[config.mk]
export PLATFORM = sky130hd
export DESIGN_NAME = decode_stage
export DESIGN_NICKNAME = d
export VERILOG_FILES = /design/src/rtl/decode_pkg.sv /design/src/rtl/imm_gen.sv /design/src/rtl/decode_stage.sv
export SDC_FILE = /design/constraint.sdc
export NUM_CORES = 2
export LEC_CHECK = 0
export CAP_MARGIN = 20
export CORE_MARGIN = 2
export CORE_UTILIZATION = 40
export DETAILED_ROUTE_END_ITERATION = 16
export PLACE_DENSITY_LB_ADDON = 0.08
export REMOVE_ABC_BUFFERS = 1
export SLEW_MARGIN = 30
export SYNTH_ARGS = -nofsm -noshare
export SYNTH_HDL_FRONTEND = slang
export SYNTH_SLANG_ARGS = --single-unit
export TNS_END_PERCENT = 50
[constraint.sdc]
create_clock -name clk -period 3.3 [get_ports clk]
set_clock_uncertainty 0.1 [all_clocks]
set_input_delay 0.99 -clock clk [delete_from_list [all_inputs] [get_ports clk]]
set_output_delay 0.99 -clock clk [all_outputs]
set_load 0.02 [all_outputs]
[src/rtl/decode_pkg.sv]
// Shared decode definitions: opcodes, ALU encodings, immediate formats,
// and the control-bundle struct carried in the decode output register.
package decode_pkg;

    localparam logic [6:0] OP_R      = 7'b0110011;
    localparam logic [6:0] OP_IALU   = 7'b0010011;
    localparam logic [6:0] OP_LOAD   = 7'b0000011;
    localparam logic [6:0] OP_STORE  = 7'b0100011;
    localparam logic [6:0] OP_BRANCH = 7'b1100011;
    localparam logic [6:0] OP_LUI    = 7'b0110111;
    localparam logic [6:0] OP_AUIPC  = 7'b0010111;
    localparam logic [6:0] OP_JAL    = 7'b1101111;
    localparam logic [6:0] OP_JALR   = 7'b1100111;

    localparam logic [3:0] ALU_AND  = 4'b0000;
    localparam logic [3:0] ALU_OR   = 4'b0001;
    localparam logic [3:0] ALU_ADD  = 4'b0010;
    localparam logic [3:0] ALU_XOR  = 4'b0011;
    localparam logic [3:0] ALU_SLL  = 4'b0100;
    localparam logic [3:0] ALU_SRL  = 4'b0101;
    localparam logic [3:0] ALU_SUB  = 4'b0110;
    localparam logic [3:0] ALU_SRA  = 4'b0111;
    localparam logic [3:0] ALU_SLT  = 4'b1000;
    localparam logic [3:0] ALU_SLTU = 4'b1001;

    typedef enum logic [2:0] {
        IMM_NONE, IMM_I, IMM_S, IMM_B, IMM_U, IMM_J
    } imm_fmt_e;

    typedef struct packed {
        logic [3:0] alu_ctrl;
        logic       alu_src;
        logic       reg_write;
        logic       mem_read;
        logic       mem_write;
        logic       mem_to_reg;
        logic       branch;
        logic       jump;
        logic       illegal;
    } ctrl_t;

    // ALU op for R-type and I-ALU; only R-type may select SUB.
    function automatic logic [3:0] alu_from_funct(input logic [2:0] f3,
                                                  input logic f7b5,
                                                  input logic is_r);
        case (f3)
            3'b000:  return (is_r && f7b5) ? ALU_SUB : ALU_ADD;
            3'b001:  return ALU_SLL;
            3'b010:  return ALU_SLT;
            3'b011:  return ALU_SLTU;
            3'b100:  return ALU_XOR;
            3'b101:  return f7b5 ? ALU_SRA : ALU_SRL;
            3'b110:  return ALU_OR;
            default: return ALU_AND;
        endcase
    endfunction

endpackage

[src/rtl/imm_gen.sv]
// Immediate generator: assembles the I/S/B/U/J immediate and sign-extends
// it from instr[31] to XLEN. Opcode bits are not needed here.
module imm_gen
    import decode_pkg::*;
#(
    parameter int XLEN = 64
) (
    input  logic [31:7]     instr_i,
    input  imm_fmt_e        fmt_i,
    output logic [XLEN-1:0] imm_o
);

    logic signed [31:0] imm32;

    // Per-format bit shuffle into a 32-bit signed value
    always_comb begin
        imm32 = '0;
        case (fmt_i)
            IMM_I: imm32 = {{20{instr_i[31]}}, instr_i[31:20]};
            IMM_S: imm32 = {{20{instr_i[31]}}, instr_i[31:25], instr_i[11:7]};
            IMM_B: imm32 = {{19{instr_i[31]}}, instr_i[31], instr_i[7],
                            instr_i[30:25], instr_i[11:8], 1'b0};
            IMM_U: imm32 = {instr_i[31:12], 12'b0};
            IMM_J: imm32 = {{11{instr_i[31]}}, instr_i[31], instr_i[19:12],
                            instr_i[20], instr_i[30:21], 1'b0};
            default: imm32 = '0;
        endcase
    end

    // Signed cast widens with sign extension for XLEN=64
    assign imm_o = XLEN'(imm32);

endmodule

[src/rtl/decode_stage.sv]
// Decode stage: register file with write-through bypass, instruction
// decode, load-use interlock and a single valid/ready output register.
module decode_stage
    import decode_pkg::*;
#(
    parameter int XLEN     = 64,
    parameter int NUM_REGS = 32
) (
    input  logic            clk,
    input  logic            rst_n,
    input  logic            if_valid,
    input  logic [31:0]     if_instr,
    input  logic [XLEN-1:0] if_pc,
    input  logic            flush,
    input  logic            wb_en,
    input  logic [4:0]      wb_addr,
    input  logic [XLEN-1:0] wb_data,
    input  logic            ex_ready,
    output logic            if_ready,
    output logic            ex_valid,
    output logic [XLEN-1:0] ex_pc,
    output logic [XLEN-1:0] ex_rs1_val,
    output logic [XLEN-1:0] ex_rs2_val,
    output logic [XLEN-1:0] ex_imm,
    output logic [4:0]      ex_rd,
    output logic [4:0]      ex_rs1,
    output logic [4:0]      ex_rs2,
    output logic [3:0]      ex_alu_ctrl,
    output logic            ex_alu_src,
    output logic            ex_reg_write,
    output logic            ex_mem_read,
    output logic            ex_mem_write,
    output logic            ex_mem_to_reg,
    output logic            ex_branch,
    output logic            ex_jump,
    output logic            ex_illegal
);

    localparam int IDX_W = $clog2(NUM_REGS);

    logic [XLEN-1:0] regs_q [NUM_REGS];

    logic [6:0]      opcode;
    logic [4:0]      rd, rs1, rs2;
    logic [2:0]      funct3;
    logic            f7b5;
    ctrl_t           ctrl_d;
    imm_fmt_e        fmt;
    logic            use_rs1, use_rs2;
    logic [XLEN-1:0] imm_d, rs1_val_d, rs2_val_d;
    logic            hazard, transfer;

    logic            ex_valid_q;
    logic [XLEN-1:0] ex_pc_q, ex_rs1_val_q, ex_rs2_val_q, ex_imm_q;
    logic [4:0]      ex_rd_q, ex_rs1_q, ex_rs2_q;
    ctrl_t           ex_ctrl_q;

    assign opcode = if_instr[6:0];
    assign rd     = if_instr[11:7];
    assign funct3 = if_instr[14:12];
    assign rs1    = if_instr[19:15];
    assign rs2    = if_instr[24:20];
    assign f7b5   = if_instr[30];

    // Opcode decode into control bundle, immediate format and operand usage
    always_comb begin
        ctrl_d  = '0;
        fmt     = IMM_NONE;
        use_rs1 = 1'b0;
        use_rs2 = 1'b0;
        case (opcode)
            OP_R: begin
                ctrl_d.reg_write = 1'b1;
                ctrl_d.alu_ctrl  = alu_from_funct(funct3, f7b5, 1'b1);
                use_rs1 = 1'b1;
                use_rs2 = 1'b1;
            end
            OP_IALU: begin
                ctrl_d.alu_src   = 1'b1;
                ctrl_d.reg_write = 1'b1;
                ctrl_d.alu_ctrl  = alu_from_funct(funct3, f7b5, 1'b0);
                fmt     = IMM_I;
                use_rs1 = 1'b1;
            end
            OP_LOAD: begin
                ctrl_d.alu_src    = 1'b1;
                ctrl_d.mem_read   = 1'b1;
                ctrl_d.mem_to_reg = 1'b1;
                ctrl_d.reg_write  = 1'b1;
                ctrl_d.alu_ctrl   = ALU_ADD;
                fmt     = IMM_I;
                use_rs1 = 1'b1;
            end
            OP_STORE: begin
                ctrl_d.alu_src   = 1'b1;
                ctrl_d.mem_write = 1'b1;
                ctrl_d.alu_ctrl  = ALU_ADD;
                fmt     = IMM_S;
                use_rs1 = 1'b1;
                use_rs2 = 1'b1;
            end
            OP_BRANCH: begin
                ctrl_d.branch   = 1'b1;
                ctrl_d.alu_ctrl = ALU_SUB;
                fmt     = IMM_B;
                use_rs1 = 1'b1;
                use_rs2 = 1'b1;
            end
            OP_LUI, OP_AUIPC: begin
                ctrl_d.alu_src   = 1'b1;
                ctrl_d.reg_write = 1'b1;
                ctrl_d.alu_ctrl  = ALU_ADD;
                fmt = IMM_U;
            end
            OP_JAL: begin
                ctrl_d.jump      = 1'b1;
                ctrl_d.reg_write = 1'b1;
                ctrl_d.alu_ctrl  = ALU_ADD;
                fmt = IMM_J;
            end
            OP_JALR: begin
                ctrl_d.jump      = 1'b1;
                ctrl_d.reg_write = 1'b1;
                ctrl_d.alu_ctrl  = ALU_ADD;
                fmt     = IMM_I;
                use_rs1 = 1'b1;
            end
            default: ctrl_d.illegal = 1'b1;
        endcase
    end

    imm_gen #(.XLEN(XLEN)) u_imm_gen (
        .instr_i (if_instr[31:7]),
        .fmt_i   (fmt),
        .imm_o   (imm_d)
    );

    // x0 and out-of-range indices read 0; a same-cycle writeback wins over the array
    function automatic logic [XLEN-1:0] rf_read(input logic [4:0] a);
        if (a == 5'd0 || int'(a) >= NUM_REGS) return '0;
        if (wb_en && wb_addr == a)            return wb_data;
        return regs_q[a[IDX_W-1:0]];
    endfunction

    // Operand read with writeback bypass
    always_comb begin
        rs1_val_d = rf_read(rs1);
        rs2_val_d = rf_read(rs2);
    end

    assign hazard   = ex_valid_q && ex_ctrl_q.mem_read && (ex_rd_q != 5'd0) &&
                      ((use_rs1 && rs1 == ex_rd_q) || (use_rs2 && rs2 == ex_rd_q));
    assign if_ready = (!ex_valid_q || ex_ready) && !hazard && !flush;
    assign transfer = if_valid && if_ready;

    // Register file write; x0 and indices beyond NUM_REGS are dropped
    always_ff @(posedge clk or negedge rst_n) begin
        if (!rst_n) begin
            for (int i = 0; i < NUM_REGS; i++) regs_q[i] <= '0;
        end else if (wb_en && wb_addr != 5'd0 && int'(wb_addr) < NUM_REGS) begin
            regs_q[wb_addr[IDX_W-1:0]] <= wb_data;
        end
    end

    // Output register: flush/bubble clear everything, stall holds, transfer loads
    always_ff @(posedge clk or negedge rst_n) begin
        if (!rst_n) begin
            ex_valid_q   <= 1'b0;
            ex_pc_q      <= '0;
            ex_rs1_val_q <= '0;
            ex_rs2_val_q <= '0;
            ex_imm_q     <= '0;
            ex_rd_q      <= '0;
            ex_rs1_q     <= '0;
            ex_rs2_q     <= '0;
            ex_ctrl_q    <= '0;
        end else if (transfer) begin
            ex_valid_q   <= 1'b1;
            ex_pc_q      <= if_pc;
            ex_rs1_val_q <= rs1_val_d;
            ex_rs2_val_q <= rs2_val_d;
            ex_imm_q     <= imm_d;
            ex_rd_q      <= rd;
            ex_rs1_q     <= rs1;
            ex_rs2_q     <= rs2;
            ex_ctrl_q    <= ctrl_d;
        end else if (flush || ex_ready || !ex_valid_q) begin
            ex_valid_q   <= 1'b0;
            ex_pc_q      <= '0;
            ex_rs1_val_q <= '0;
            ex_rs2_val_q <= '0;
            ex_imm_q     <= '0;
            ex_rd_q      <= '0;
            ex_rs1_q     <= '0;
            ex_rs2_q     <= '0;
            ex_ctrl_q    <= '0;
        end
    end

    assign ex_valid      = ex_valid_q;
    assign ex_pc         = ex_pc_q;
    assign ex_rs1_val    = ex_rs1_val_q;
    assign ex_rs2_val    = ex_rs2_val_q;
    assign ex_imm        = ex_imm_q;
    assign ex_rd         = ex_rd_q;
    assign ex_rs1        = ex_rs1_q;
    assign ex_rs2        = ex_rs2_q;
    assign ex_alu_ctrl   = ex_ctrl_q.alu_ctrl;
    assign ex_alu_src    = ex_ctrl_q.alu_src;
    assign ex_reg_write  = ex_ctrl_q.reg_write;
    assign ex_mem_read   = ex_ctrl_q.mem_read;
    assign ex_mem_write  = ex_ctrl_q.mem_write;
    assign ex_mem_to_reg = ex_ctrl_q.mem_to_reg;
    assign ex_branch     = ex_ctrl_q.branch;
    assign ex_jump       = ex_ctrl_q.jump;
    assign ex_illegal    = ex_ctrl_q.illegal;

endmodule

* Yosys cells after proc, flatten, opt, wreduce, memory -nomap -nowiden
Index checks and enable logic that the tools add are counted.
** Operators by class
- Shift-type cells :: 0
- Eq/ne operators :: 24
- Bitwise gates (word level) :: 3
- Reduce and logical (&&, ||, !) cells :: 34
- $mul :: 0
- Magnitude comparators :: 4
- Div/mod/pow operators :: 0
- $add $sub $neg :: 0
- Muxes and demuxes :: 52
** Operators by type and width (count)
- bitwise mux 2048 bit :: 1
- two-way mux 64 bit :: 18
- binary-select mux 64 bit (select 5 bit) :: 2
- demux 64 bit (select 5 bit) :: 1
- one-hot mux 32 bit (5 select lines) :: 1
- one-hot mux 4 bit (7 select lines) :: 2
- two-way mux 12 bit :: 2
- equality test 7 x 6 -> 1 bit, second input constant :: 3
- equality test 7 bit, second input constant :: 3
- equality test 5 bit :: 4
- two-way mux 5 bit :: 4
- greater-or-equal comparator 6 bit, second input constant :: 3
- NOT 5 -> 6 bit :: 3
- two-way mux 1 bit :: 17
- one-hot mux 4 bit (4 select lines) :: 1
- equality test 3 bit, second input constant :: 5
- one-hot mux 3 bit (5 select lines) :: 1
- equality test 7 x 5 -> 1 bit, second input constant :: 2
- equality test 3 x 2 -> 1 bit, second input constant :: 4
- logical AND 1 bit :: 12
- OR reduction 6 bit :: 2
- logical NOT 5 bit :: 2
- nonzero test 5 bit :: 2
- OR reduction 9 bit :: 1
- other kinds (13) :: 21
** Word-level totals
- Bits in writable memories :: 0
- Output and inout bits :: 285
- Memories :: 0
- Logic and storage cells :: 166
- Flip-flop bits (word level) :: 2332
- ROM bits :: 0
- Bits in latches :: 0

* Logic depth before layout (Yosys ltp)
- Depth after elaboration :: 11
- Gate-level depth with buffers :: 12
- Depth with buffers taken out :: 6

* By module
A second synthesis with hierarchy kept.
** Second synthesis, totals
- Cell total of the unflattened synthesis :: 10153
- Area total of the unflattened synthesis :: 121557.8 sq um
** Modules (own cells, without submodules)
- decode_stage :: sequential area each 58330.9 sq um, cells an instance 10055, instances 1, area an instance 120927.2 sq um
- imm_gen :: sequential area each 0.0 sq um, cells an instance 98, instances 1, area an instance 630.6 sq um

* Worst setup path after synthesis
Ideal clock, no wire load.
- Path kind :: input to output
- Start :: in if_instr[4]
- End :: out if_ready
- Path slack :: -0.015 ns
- Data arrival time :: 2.225 ns
- Stages on the path :: 6
- Cell sequence :: clkbuf_1 > nor2b_1 > a21oi_1 > nor3_1 > o21a_1 > nor3_1
** Between the ends
- Longest elaborated chain between the ends :: 9
- Elaborated cells between the ends (all ways) :: 17
** RTL lines
- start, declared :: RTL line decode_stage.sv:12 : input logic [31:0] if_instr,
- equality test 7 bit, or another cell as far along :: RTL line decode_stage.sv:71 : case (opcode)
- OR reduction 6 bit (no line) / OR reduction 3 bit (equally long branches)
- two-way mux 1 bit :: RTL line decode_stage.sv:71
- logical AND 1 bit :: RTL line decode_stage.sv:152 : ((use_rs1 && rs1 == ex_rd_q) || (use_rs2 && rs2 == ex_rd_q));
- logical OR 1 bit * :: RTL line decode_stage.sv:152
- logical AND 1 bit * :: RTL line decode_stage.sv:151 : assign hazard = ex_valid_q && ex_ctrl_q.mem_read && (ex_rd_q != 5'd0) &&
- logical NOT 1 bit * :: RTL line decode_stage.sv:153 : assign if_ready = (!ex_valid_q || ex_ready) && !hazard && !flush;
- logical AND 1 bit * (2 in a row) :: RTL line decode_stage.sv:153
- end, declared :: RTL line decode_stage.sv:19 : output logic if_ready,
Every way passes the cells marked *; elsewhere a longest branch is shown, timed or not.

* Worst setup path after layout
- Start :: reg ex_rd_q[3] (netlist: ex_rd[3])
- End :: out if_ready
** Between the ends
- Longest elaborated chain between the ends :: 7
- Elaborated cells between the ends (all ways) :: 11
** RTL lines
- start, declared :: RTL line decode_stage.sv:55 : logic [4:0] ex_rd_q, ex_rs1_q, ex_rs2_q;
- start signal, assigned :: RTL line decode_stage.sv:183 : ex_rd_q <= rd;
- equality test 5 bit :: RTL line decode_stage.sv:152
- logical AND 1 bit :: RTL line decode_stage.sv:152
- logical OR 1 bit :: RTL line decode_stage.sv:152
- logical AND 1 bit * :: RTL line decode_stage.sv:151
- logical NOT 1 bit * :: RTL line decode_stage.sv:153
- logical AND 1 bit * (2 in a row) :: RTL line decode_stage.sv:153
Marks and branches as above.

==> impl_metrics.py <==
metrics = {
    "outcome": {
        "status": "complete, but fails checks",
        "violations": "negative setup slack",
    },
    "route": {
        "via_per_inst": 6.24,
        "drt_iter0_drc": 7392,
        "wl_per_cell_um": 35.1,
        "drt_first_pass_iters": 6,
        "drtAntennaViolNets": 0,
        "routed_wl_um": 462000,
        "drc": 0,
        "dr_total_vias": 82100,
    },
    "clock_network": {
        "root_buffer": "clkbuf_16",
        "clockBufferDepth": 4,
        "clkLatencyLatePin_ps": 910,
        "cts_tree": "yes",
        "cts.clk_slew.worst_paths_ps": 60,
        "clock_sinks": 2299,
        "cts_made_buffers": 279,
        "htreeDepth": 5,
    },
    "global_route": {
        "grt_pass1_vias": 84600,
        "track_usage_pct": 30.4,
        "antenna_found_initial": 17,
        "grt_pass1_wl_um": 658000,
        "grt_overflow": 0,
        "grt_max_degree": 90,
    },
    "synth": {
        "netlist_instances": 8169,
        "synth_area_leaders": "dfrtp_1 (48%), mux2_2 (21%), mux4_2 (17%)",
        "yosysTopAreaCellShare_pct": 48.4,
        "synth_top_area_cell": "dfrtp_1",
        "synth_cell_types": 67,
        "synth-seq-cells": 2299,
        "synthFlopType": "dfrtp_1",
        "avgSynthCellArea_um2": 14.5,
        "synthArstFlopShare_pct": 100,
        "syn_area_um2": 119000,
        "ys_warn_count": 0,
        "yosysMostFrequentCell": "dfrtp_1",
        "synth_edf_count": 0,
        "ys_top_cells_by_count": "dfrtp_1 (2299), mux2_2 (2186), mux4_2 (885)",
        "yosysSeqAreaShare_pct": 48.4,
    },
    "critical_path": {
        "reg2reg_slack_ps": 430,
        "worstPathMaxFanout": 4,
        "crit_type": "register to primary output",
        "r2r_end": "ex_rs1_val[39]",
        "critPathCaptureType": "primary output",
        "cp.arrival_ps": 2900,
        "slowest_stage": "nor3_4",
        "reg2reg_from": "ex_rd[1]",
        "path_cells": "buf_12 > xnor2_4 > nand3_2 > nor3_4 > buf_6 > o21a_4 > nor3_2 > buf_4",
        "startpoint": "ex_rd[3]",
        "start_kind": "register",
        "cp-endpoint": "if_ready",
        "max_stage_delay_ps": 610,
        "reg2regPathDepth": 9,
        "cp.required_ps": 2210,
    },
    "floorplanning": {
        "pin_count": 456,
        "initial_utilization_pct": 40.1,
        "fp.dieW_um": 549,
        "dieArea_um2": 301000,
        "die_h_um": 549,
        "coreArea_um2": 296000,
        "rows": 200,
    },
    "sta": {
        "hold_ws_ps": 298,
        "rsz0062_at_grt": "yes",
        "hold_viol_final": 0,
        "fin_ws_ps": -694,
        "setup-tns-final_ps": -694,
        "relSlewSlack_pct": 35.5,
        "period_needed_ps": 3990,
        "fmax_mhz": 250,
        "period_share_pct": 121,
        "setup_violations": 1,
        "report.final.slew_viol_count": 0,
        "tightest_slew_ps": 967,
    },
    "job": {
        "cap_viol_max_count": 0,
    },
    "place": {
        "postPlaceCellArea_um2": 137000,
        "port_buffers": 455,
        "gp_congestion": 0.843,
        "dp_slack_ps": -1170,
        "dp_hpwl_um": 314000,
    },
    "finish": {
        "num-nets-final": 9151,
        "multi_input_area_um2": 57400,
        "n_fill_cell": 25400,
        "fin_area_um2": 147000,
        "drive_above_1_share_pct": 50.2,
        "seq_area_um2": 57500,
        "area_delta_synth_final_pct": 23.4,
    },
    "power": {
        "p_leak_nw": 63.6,
        "vdd_ir_drop_max_mv": 0.429,
        "pwr_density_cell_nw_per_um2": 577,
        "p_total_mw": 84.6,
    },
    "worst_hold_path": {
        "hold_start": "regs_q[2024]",
        "hp-class": "register to register",
    },
}
## worst min path at each step
| stage | to | slack, ps | depth (start not counted) |
|---|---|---|---|
| final | regs_q[2024] | 300 | 0 |
| after global routing | regs_q[2016] | 300 | 0 |
| after CTS | regs_q[1997] | 300 | 0 |
| after detailed placement | regs_q[2007] | 280 | 0 |
| after global placement | regs_q[2043] | 280 | 0 |
| after floorplan | regs_q[1984] | 270 | 0 |
## state kept, by name, summed over array words and instances (netlist names), 5 cells and up
name,count
ex_imm,32
ex_pc,64
ex_rd,5
ex_rs1,5
ex_rs1_val,64
ex_rs2,5
ex_rs2_val,64
regs_q,2048
## cell usage in the layout (no fill, tap or decap), types with 114 or more instances in the layout
| cell type | instances |
|---|---|
| o21ai_0 | 114 |
| buf_12 | 423 |
| buf_4 | 605 |
| clkbuf_16 | 285 |
| nand2_1 | 270 |
| mux4_2 | 885 |
| o22ai_1 | 150 |
| a22o_1 | 126 |
| mux2i_1 | 245 |
| clkdlybuf4s50_1 | 406 |
| mux2_2 | 2186 |
| dfrtp_1 | 2295 |
| a22oi_1 | 155 |
## where the power goes
group	leakage (nW)	switching (mW)	total [mW]	internal [mW]
combinational	29.4	6.86	16.8	9.96
clock	4.48	12.8	30.9	18.1
sequential	29.7	3.75	36.9	33.1
## cells by family after synthesis
group                     count (synthesis)  share of synthesized area, %
muxes                                  3317                          39.6
DFF                                    2299                          48.4
buffers and inverters                   954                          3.69
AOI/OAI and AO/OA                       927                          5.57
and+or+nand+nor                         651                          2.56
xor gates and xnor gates                 21                         0.155
## repair_timing
item,in CTS,in global routing
endpoints found under the hold margin,2,0
pin swaps,4,4
hold buffers,1,0
setup buffers,2,3
resized for setup,56,3
setup endpoints to repair,39,1
cloned,0,0
## metal layers
layer | track usage, % | vias up | routed length [um]
met1 | 43.0 | 45000 | 202000
met2 | 47.6 | 3300 | 214000
met3 | 5.41 | 696 | 30900
li1 | - | 33100 | -
met5 | 0 | - | 55
met4 | 9.64 | 8 | 15000
## worst max-delay path: cells and delay by family (launching register included)
family	cells	cell delay, ps
XOR/XNOR	1	160
AO/OA/AOI/OAI	1	130
AND/OR/NAND/NOR	3	760
flip-flops	1	410
buffers and inverters	3	530
## through the flow
step	cells	utilization, %
final	13100	49.5
after global routing	13100	49.5
after global placement	12600	46.4
after floorplan	7218	-
after CTS	13100	49.4
after detailed placement	12600	46.4
## final cells by class
class | count | area share [%]
Clock buffer | 415 | 5.62
Timing Repair Buffer | 1481 | 12.0
Tap cell | 3939 | 3.36
Inverter | 3 | 0.0102
Multi-Input combinational cell | 4916 | 39.2
Sequential cell | 2299 | 39.3
Antenna cell | 11 | 0.0188
Clock inverter | 79 | 0.577
Note: power is estimated with default switching activity, not from simulation.
